[src/rtl/sram_scheduler.sv]
// ---------------------------------------------------------------------------
// sram_scheduler
//
// Per-cycle owner of the single foreground SRAM command slot. Three
// requesters compete for it: pipeline reads, ADC live-video writes and SPI
// still-image writes. A four-state freeze FSM decides which writer owns the
// frame. State changes only on frame boundaries, which are ADC words at
// (0,0). Read data comes back at a fixed latency, and so do blank results
// for out-of-bounds reads.
//
// Ports:
//   clk, rst_n                      clock, async active-low reset
//   freeze_req                      1 = want frozen image, 0 = live video
//   frozen                          1 in FROZEN / THAW_ARMED
//   request_active/_x/_y            pipeline read request (signed coords)
//   request_data/_ready             read result, RD_LAT+2 cycles after issue
//   adc_pixel_data/_ready           show-ahead FIFO word {x, y, rgb565}
//   adc_pixel_read                  combinational FIFO pop
//   spi_pixel_ready/_in/_x/_y       held SPI pixel (signed coords)
//   spi_pixel_read                  one-cycle acknowledge
//   cmd_valid/_we/_addr/_wdata      registered command to sram_interface
//   sram_rdata                      read data from sram_interface
//   adc_drop_count                  saturating out-of-bounds ADC word count
// ---------------------------------------------------------------------------
module sram_scheduler #(
    parameter int X_RES     = 800,
    parameter int Y_RES     = 600,
    parameter int PRECISION = 11,
    parameter int RD_LAT    = 3
) (
    input  logic                 clk,
    input  logic                 rst_n,
    input  logic                 freeze_req,
    output logic                 frozen,
    input  logic                 request_active,
    input  logic [PRECISION:0]   request_x,
    input  logic [PRECISION:0]   request_y,
    output logic [15:0]          request_data,
    output logic                 request_ready,
    input  logic [37:0]          adc_pixel_data,
    input  logic                 adc_pixel_ready,
    output logic                 adc_pixel_read,
    input  logic                 spi_pixel_ready,
    input  logic [15:0]          spi_pixel_in,
    input  logic [PRECISION:0]   spi_pixel_x,
    input  logic [PRECISION:0]   spi_pixel_y,
    output logic                 spi_pixel_read,
    output logic                 cmd_valid,
    output logic                 cmd_we,
    output logic [19:0]          cmd_addr,
    output logic [16:0]          cmd_wdata,
    input  logic [16:0]          sram_rdata,
    output logic [15:0]          adc_drop_count
);

    localparam int AW = 20;

    typedef enum logic [1:0] {
        LIVE         = 2'd0,
        FREEZE_ARMED = 2'd1,
        FROZEN       = 2'd2,
        THAW_ARMED   = 2'd3
    } state_t;

    state_t state_reg, state_next;

    // Linear address from the low PRECISION bits of each coordinate.
    function automatic logic [AW-1:0] pix_addr(input logic [PRECISION-1:0] x,
                                               input logic [PRECISION-1:0] y);
        return AW'(y) * AW'(X_RES) + AW'(x);
    endfunction

    // ---------------- request decode ----------------
    logic signed [PRECISION:0] req_x_s, req_y_s, spi_x_s, spi_y_s;
    logic                      req_in, spi_in;

    assign req_x_s = request_x;
    assign req_y_s = request_y;
    assign spi_x_s = spi_pixel_x;
    assign spi_y_s = spi_pixel_y;

    assign req_in = (int'(req_x_s) >= 0) && (int'(req_x_s) < X_RES) &&
                    (int'(req_y_s) >= 0) && (int'(req_y_s) < Y_RES);
    assign spi_in = (int'(spi_x_s) >= 0) && (int'(spi_x_s) < X_RES) &&
                    (int'(spi_y_s) >= 0) && (int'(spi_y_s) < Y_RES);

    // ---------------- ADC word decode ----------------
    logic [10:0] adc_x, adc_y;
    logic [15:0] adc_rgb;
    logic        adc_pop, adc_in, frame_start;

    assign adc_x   = adc_pixel_data[37:27];
    assign adc_y   = adc_pixel_data[26:16];
    assign adc_rgb = adc_pixel_data[15:0];

    // A read owns the slot outright; otherwise any ready ADC word is popped
    // whether or not it ends up written.
    assign adc_pop        = adc_pixel_ready & ~request_active;
    assign adc_pixel_read = adc_pop;

    assign adc_in      = (int'(adc_x) < X_RES) && (int'(adc_y) < Y_RES);
    assign frame_start = adc_pop && (adc_x == 11'd0) && (adc_y == 11'd0);

    // ---------------- freeze FSM next state ----------------
    always_comb begin
        state_next = state_reg;
        case (state_reg)
            LIVE: begin
                if (freeze_req) state_next = FREEZE_ARMED;
            end
            FREEZE_ARMED: begin
                if (!freeze_req)      state_next = LIVE;
                else if (frame_start) state_next = FROZEN;
            end
            FROZEN: begin
                if (!freeze_req) state_next = THAW_ARMED;
            end
            THAW_ARMED: begin
                if (freeze_req)       state_next = FROZEN;
                else if (frame_start) state_next = LIVE;
            end
            default: state_next = LIVE;
        endcase
    end

    // Write ownership follows the post-transition state, so the frame-start
    // word that freezes is dropped and the one that thaws is written. Using
    // the same state for both writers keeps ADC and SPI writes exclusive.
    logic adc_owns, spi_owns;
    logic adc_wr, adc_drop, spi_ack, spi_wr;
    logic spi_pixel_read_reg;

    assign adc_owns = (state_next == LIVE) || (state_next == FREEZE_ARMED);
    assign spi_owns = (state_next == FROZEN) || (state_next == THAW_ARMED);

    assign adc_wr   = adc_pop & adc_in & adc_owns;
    assign adc_drop = adc_pop & ~adc_in;

    // The pixel is still held during the acknowledge cycle, so that cycle is
    // skipped to avoid taking the same pixel twice.
    assign spi_ack = spi_pixel_ready & spi_owns & ~request_active & ~spi_pixel_read_reg;
    assign spi_wr  = spi_ack & spi_in;

    // ---------------- command mux ----------------
    logic            cmd_valid_next, cmd_we_next;
    logic [AW-1:0]   cmd_addr_next;
    logic [16:0]     cmd_wdata_next;

    always_comb begin
        cmd_valid_next = 1'b0;
        cmd_we_next    = 1'b0;
        cmd_addr_next  = '0;
        cmd_wdata_next = '0;
        if (request_active) begin
            if (req_in) begin
                cmd_valid_next = 1'b1;
                cmd_addr_next  = pix_addr(request_x[PRECISION-1:0], request_y[PRECISION-1:0]);
            end
        end else if (adc_wr) begin
            cmd_valid_next = 1'b1;
            cmd_we_next    = 1'b1;
            cmd_addr_next  = pix_addr(PRECISION'(adc_x), PRECISION'(adc_y));
            cmd_wdata_next = {1'b0, adc_rgb};
        end else if (spi_wr) begin
            cmd_valid_next = 1'b1;
            cmd_we_next    = 1'b1;
            cmd_addr_next  = pix_addr(spi_pixel_x[PRECISION-1:0], spi_pixel_y[PRECISION-1:0]);
            cmd_wdata_next = {1'b0, spi_pixel_in};
        end
    end

    // ---------------- registers ----------------
    // Read tag pipeline: stage 0 is visible together with the command, stage
    // RD_LAT lines up with the matching sram_rdata.
    logic [RD_LAT:0] tag_valid_reg, tag_blank_reg;
    logic            cmd_valid_reg, cmd_we_reg, frozen_reg, request_ready_reg;
    logic [AW-1:0]   cmd_addr_reg;
    logic [16:0]     cmd_wdata_reg;
    logic [15:0]     request_data_reg, adc_drop_count_reg;

    always_ff @(posedge clk or negedge rst_n) begin
        if (!rst_n) begin
            state_reg          <= LIVE;
            frozen_reg         <= 1'b0;
            cmd_valid_reg      <= 1'b0;
            cmd_we_reg         <= 1'b0;
            cmd_addr_reg       <= '0;
            cmd_wdata_reg      <= '0;
            spi_pixel_read_reg <= 1'b0;
            adc_drop_count_reg <= '0;
            tag_valid_reg      <= '0;
            tag_blank_reg      <= '0;
            request_ready_reg  <= 1'b0;
            request_data_reg   <= '0;
        end else begin
            state_reg          <= state_next;
            frozen_reg         <= (state_next == FROZEN) || (state_next == THAW_ARMED);
            cmd_valid_reg      <= cmd_valid_next;
            cmd_we_reg         <= cmd_we_next;
            cmd_addr_reg       <= cmd_addr_next;
            cmd_wdata_reg      <= cmd_wdata_next;
            spi_pixel_read_reg <= spi_ack;

            if (adc_drop && (adc_drop_count_reg != 16'hFFFF))
                adc_drop_count_reg <= adc_drop_count_reg + 16'd1;

            tag_valid_reg <= {tag_valid_reg[RD_LAT-1:0], request_active};
            tag_blank_reg <= {tag_blank_reg[RD_LAT-1:0], request_active & ~req_in};

            request_ready_reg <= tag_valid_reg[RD_LAT];
            if (tag_valid_reg[RD_LAT])
                request_data_reg <= tag_blank_reg[RD_LAT] ? 16'h0000 : sram_rdata[15:0];
        end
    end

    // Bit 16 of the SRAM word carries no pixel data.
    logic unused_rdata_msb;
    assign unused_rdata_msb = sram_rdata[16];

    assign frozen         = frozen_reg;
    assign cmd_valid      = cmd_valid_reg;
    assign cmd_we         = cmd_we_reg;
    assign cmd_addr       = cmd_addr_reg;
    assign cmd_wdata      = cmd_wdata_reg;
    assign spi_pixel_read = spi_pixel_read_reg;
    assign adc_drop_count = adc_drop_count_reg;
    assign request_ready  = request_ready_reg;
    assign request_data   = request_data_reg;

endmodule

[config.mk]
export PLATFORM = sky130hd
export DESIGN_NAME = sram_scheduler
export DESIGN_NICKNAME = d
export VERILOG_FILES = /design/src/rtl/sram_scheduler.sv
export SDC_FILE = /design/constraint.sdc
export NUM_CORES = 1
export LEC_CHECK = 0
export CORE_ASPECT_RATIO = 1.5
export CORE_UTILIZATION = 54
export DETAILED_ROUTE_END_ITERATION = 10
export HOLD_SLACK_MARGIN = 0.02
export PLACE_DENSITY_LB_ADDON = 0.2
export SLEW_MARGIN = 20
export SYNTH_ARGS = -nofsm -noshare
export SYNTH_HDL_FRONTEND = slang
export SYNTH_SLANG_ARGS = --single-unit
[constraint.sdc]
create_clock -name clk -period 3.3 [get_ports clk]
set_input_delay 0.66 -clock clk [delete_from_list [all_inputs] [get_ports clk]]
set_output_delay 0.66 -clock clk [all_outputs]
set_load 0.05 [all_outputs]
=== Word-level counts from Yosys, hierarchy flattened ===
Cells that the tools add are included.

* Register bits after elaboration: 84
* Bits in latches: 0
* Memory bits (writable): 0
* Bits in read-only memories: 0
* Bits of input ports: 125
* Output and inout port bits: 75
* Logic and storage cells: 85
* Memories kept: 0

* Add/sub/neg operators: 4
* $mul: 3
* Divide/modulo/power cells: 0
* Magnitude comparators: 10
* Eq/ne operators: 7
* Shift-type cells: 0
* Muxes and demuxes: 20
* Bitwise gates (word level): 13
* Reduce and logical (&&, ||, !) cells: 16

{| class="wikitable"
|+ Operator list
! kind !! count
|-
| $mux W20 || 4
|-
| $mux W16 || 4
|-
| $add A20 B11 Y20 || 3
|-
| $ge A12 B1 Y1 const B || 4
|-
| $lt A12 B11 Y1 const B || 4
|-
| $mul A11 B5 Y15 const B || 3
|-
| $logic_not A11 Y1 || 2
|-
| $lt A11 B10 Y1 const B || 2
|-
| $add A16 B1 Y16 const B || 1
|-
| $ne A16 B16 Y1 const B || 1
|-
| $mux W2 || 6
|-
| $logic_and A1 B1 Y1 || 10
|-
| $and A1 B1 Y1 || 9
|-
| $eq A2 B2 Y1 const B || 4
|-
| $pmux W2 S4 || 1
|-
| $mux W1 || 5
|-
| $eq A2 B1 Y1 const B || 2
|-
| $logic_not A2 Y1 || 2
|-
| $not A1 Y1 || 4
|-
| $logic_or A1 B1 Y1 || 2
|}

=== Depth between registers and ports, before layout ===
* Depth after elaboration: 16
* Depth in mapped cells: 15
* Depth with buffers taken out: 15

=== Least setup slack after synthesis ===
No wires, ideal clock.

* Path kind: input to register
* Start: input request_y[3]
* End: register cmd_addr_reg[19] (netlist: cmd_addr[19])
* Setup time: 0.126 ns
* Arrival time: 4.135 ns
* Required time: 3.174 ns
* Setup slack: -0.961 ns
* Stages: 14
* Buffers on the path: 0
* Cell sequence: ha_1 ha_1 inv_1 fa_1 inv_1 ha_1 a21o_1 a221oi_2 a21oi_2 or4b_1 and3_4 nor4_4 xnor3_1 a221o_1

* Cells in the longest elaborated chain, start to end: 5
* Elaborated cells on any way between the ends: 8
* Classes of those cells: 1 x add/sub; 1 x mul; 2 x order compare; 2 x mux; 2 x reduce/logical

{| class="wikitable"
|+ RTL lines
! element !! RTL line !! RTL
|-
| from (decl) || 37 || <nowiki>input logic [PRECISION:0] request_y,</nowiki>
|-
| parallel branches: the longest is 3 deep, another holds $add A20 B11 Y20 || n/a ||
|-
| $mux W20 * || 155 || <nowiki>if (req_in) begin</nowiki>
|-
| $mux W20 * || 154 || <nowiki>if (request_active) begin</nowiki>
|-
| via cmd_addr_next[19] || 146 || <nowiki>logic [AW-1:0] cmd_addr_next;</nowiki>
|-
| to (signal assigned) || 200 || <nowiki>cmd_addr_reg <= cmd_addr_next;</nowiki>
|-
| to (decl) || 177 || <nowiki>logic [AW-1:0] cmd_addr_reg;</nowiki>
|}

Mark *: on every way through the listed nets, which the timed path passes.
A chain may end at the register's enable or synchronous reset.

=== Final worst setup path ===
* Start: input adc_pixel_data[23]
* End: register cmd_addr_reg[19] (netlist: cmd_addr[19])

* Cells in the longest elaborated chain, start to end: 14
* Elaborated cells on any way between the ends: 26
* Classes of those cells: 1 x add/sub; 1 x mul; 1 x order compare; 3 x eq/ne; 8 x mux; 6 x bitwise; 6 x reduce/logical

{| class="wikitable"
|+ RTL lines
! element !! RTL line !! RTL
|-
| from (decl) || 40 || <nowiki>input logic [37:0] adc_pixel_data,</nowiki>
|-
| parallel branches: the longest is 12 deep, another holds $add A20 B11 Y20 || n/a ||
|-
| $mux W20 * || 159 || <nowiki>end else if (adc_wr) begin</nowiki>
|-
| $mux W20 * || 154 ||
|-
| via cmd_addr_next[19] || 146 ||
|}

Marked as above.

==> summary.txt <==
Power
  • Leakage: 6.05 nW
  • Internal: about 3.7 mW
  • PwrDens: 506 mW/mm2
  • Clock power share: about 16%
  • Maximum resistive drop on vdd: 419 uV
  • Combinational power share: 66.6%
  • P_sw: 2.85 mW
  • Switching fraction of total power: 43.7%
  • Flop pwr share: 17.7%

CTS
  • CTS Buffer Depth: 2
  • Reg clk slew, reported paths: 0.07 ns
  • H-tree levels: 3
  • Cts hold-fix bufs: 0
  • TritonCTS clock tree: done
  • Clk root buf: clkbuf_16
  • Clk_lat worst skew: 0.35 ns
  • CTS Buf Count: 9
  • # clock sinks: just over 80

Yosys
  • Primary FF master, synth: dfrtp_1
  • Share of the synthesized area in the top cell type: 26.9%
  • Yosys Warn Count: 0
  • Synth Register Bits: 83
  • Cell accounting for the most synthesized area: dfrtp_1
  • Syn_nets: 1,099
  • Post-synth cell types: 66
  • Asr flop ratio synth: 100%
  • Syn Area/Cell: 9.59 um2
  • Mapped Area: 0.00771 mm2
  • Post-synth EDFFs: 0
  • Sequential area share after synthesis: ~27%
  • Synth area leaders: dfrtp_1, ha_1, inv_1, xnor2_1, fa_1
  • Post-Synthesis Cells: 804

Setup path
  • Worst path max stage delay: a little over 0.6 ns
  • Reg2Reg Depth: 9
  • CP Max Fanout: 3
  • Reg-to-reg endpoint: cmd_addr[18]
  • Worst path arrival time: 4.37 ns
  • CP Launch Type: primary input
  • Worst path required time: 3.53 ns
  • Crit-path slowest cell: mux2i_1
  • RR Startpoint: state_reg[0]
  • FF-to-FF setup slack: 0.49 ns
  • Crit-path cells: clkdlybuf4s50_1, inv_2, ha_1, ha_1, inv_1, fa_1, inv_1, ha_4, nor3_1, nor2_1, nand3_1, mux2i_1, nor3_1, mux2_4, a221o_1
  • Critical path type: in -> reg
  • Crit end category: flop

Route
  • Number of detailed-route iterations in the first pass: 8
  • 1st-iter DRT viols: 841
  • DRC errors left: 0
  • DR WL/cell: 25.8 um
  • ANT nets after route: 0
  • Final WL: 35,500 um
  • Drt via density: 6.35
  • Vias: ~8,700

Finish
  • Footprint of the multi-input gates: 0.00633 mm2
  • Final core occ: between 90% and 100%
  • Max reg flops: 20
  • Register area: 0.00208 mm2
  • Share of layout cells above drive strength 1: 34.4%
  • Layout fillers: 470
  • Final Net Count: 1,470
  • Synth-to-Final Area Change: 67.3%

Min path
  • Hold crit path type: in -> async

Floorplan
  • IO Pins: 200
  • Starting Density: between 50% and 60%
  • Placeable Area: about 0.014 mm2
  • Die area: 0.0148 mm2
  • Row Count: between 50 and 60
  • Die height: between 100 and 150 um
  • Die Wd: between 90 and 100 um

Global route
  • Vias in the first global route: 8,809
  • Initial antenna violation count: 5
  • GRT overflow: 0
  • Largest net degree at the start of global routing: 84
  • First-pass GRT wire length: 46,500 um
  • Tot GR Track Use: 41.8%

Placed design
  • DP Worst Slack: -1.46 ns
  • Placer Congestion: 0.918
  • Hpwl dp: 18,500 um
  • IO buf count: 197

Outcome
  • Failing checks: negative setup slack
  • Outcome: complete, but fails checks

Timing
  • Worst setup margin: -0.840 ns
  • Slew headroom: 38.8%
  • Least-Margin Pin Slew: ~0.92 ns
  • Fin. max-slew vios: 0
  • Final hold violation count: 0
  • Peak Freq: 0.242 GHz
  • Final setup viols: 36
  • Tmin final: between 4 and 5 ns
  • Skew final: 0.0117 ns
  • Unrepaired setup endpoints after global routing: yes
  • Final Cycle Share: 125%
  • Sum of negative setup slack: -6.16 ns

Run
  • Number of max-cap violations: 0
## cells in the mapped netlist, types with 4 or more instances
| library cell | n |
|---|---|
| a21o_1 | 15 |
| a21oi_1 | 30 |
| a221o_1 | 5 |
| a222oi_1 | 8 |
| a22o_1 | 16 |
| a22oi_1 | 6 |
| and2_1 | 4 |
| and3_1 | 10 |
| buf_4 | 4 |
| clkbuf_1 | 10 |
| dfrtp_1 | 83 |
| fa_1 | 21 |
| ha_1 | 149 |
| inv_1 | 133 |
| nand2_1 | 25 |
| nand2b_1 | 5 |
| nand3_1 | 18 |
| nand3b_1 | 18 |
| nand4_1 | 8 |
| nor2_1 | 30 |
| nor2b_1 | 4 |
| nor3_1 | 17 |
| nor4_1 | 4 |
| o21a_1 | 4 |
| o21ai_0 | 32 |
| o21ai_1 | 5 |
| o21bai_1 | 6 |
| or3_1 | 6 |
| xnor2_1 | 51 |
| xor2_1 | 20 |
## critical path: cells and delay by family
kind / cells / cell delay (ns)
adders and majority gates: 4 / 1.34
muxes: 2 / 0.93
buffers and inverters: 4 / 0.69
and+or+nand+nor: 4 / 0.47
AOI/OAI and AO/OA: 1 / 0.27
## through the flow
stage,std cells,total power [mW],instance area [um2],hold WS (ns)
finish,1373,6.53,12900,0.340
CTS,1369,5.81,12600,0.350
global placement,1337,4.20,11500,0.334
detailed placement,1337,4.30,11500,0.336
floorplan,804,3.02,8150,0.331
global route,1373,6.75,12900,0.351
## logic make-up (layout without fill, tap and decap cells)
group	Yosys count	in the layout	synth area share, %
compound gates	156	156	14.2
xor+xnor	72	72	8.36
fa+ha+maj	170	170	29.6
buf+inv	148	524	7.42
flops	83	83	26.9
mux	5	5	0.682
other cells	1	2	0.0486
simple gates	169	169	12.7
## power by group through the flow
| stage | registers (mW) | logic, mW | clock network [mW] |
|---|---|---|---|
| floorplan | 1.37 | 1.66 | 0 |
| global placement | 1.16 | 3.04 | 0 |
| detailed placement | 1.17 | 3.13 | 0 |
| CTS | 1.15 | 3.66 | 1.00 |
| global route | 1.16 | 4.52 | 1.06 |
| finish | 1.16 | 4.35 | 1.03 |
## area by class of cell
class	instances	share of cell area, %
inverters	133	4.07
clock buffers	9	1.75
well taps	192	1.86
flip-flops and latches	83	16.1
repair buffers	375	26.6
clock inverters	7	0.543
diodes	1	0.0194
multi-input cells	573	49.0
## cell usage in the layout, fill, tap and decap left out, types with 18 or more instances in the layout
| master | count |
|---|---|
| ha_4 | 54 |
| a21oi_1 | 20 |
| ha_1 | 90 |
| o21ai_0 | 26 |
| nand3b_1 | 18 |
| inv_1 | 97 |
| buf_4 | 164 |
| nand2_1 | 24 |
| xnor2_1 | 40 |
| nor2_1 | 21 |
| fa_1 | 18 |
| dfrtp_1 | 83 |
| inv_2 | 31 |
| buf_6 | 20 |
| clkdlybuf4s50_1 | 170 |
## how the worst max path moves through the flow
stage,slack (ns),end,cells after the start,from
finish,-0.84,cmd_addr[19],15,adc_pixel_data[23]
global route,-1.02,cmd_addr[19],15,adc_pixel_data[23]
CTS,-0.57,cmd_addr[19],15,request_y[4]
detailed placement,-1.46,cmd_addr[19],16,request_y[4]
global placement,-1.35,cmd_addr[19],16,request_y[4]
floorplan,-0.69,cmd_addr[19],14,request_y[3]
## repair_timing
action / in CTS / in global routing
buffers inserted: 16 / 8
cloned: 0 / 0
setup endpoints to repair: 10 / 25
resized for setup: 199 / 76
pin swaps: 75 / 37
## routing by layer
metal  GRT usage, %  routed length (um)  up-vias
li1               -                   -     3523
met1           38.3               10600     4111
met2           76.3               17200      742
met3           10.6                3670      343
met4           34.6                3920        4
met5              0                  26        -
Note: power is estimated with default switching activity, not from simulation.
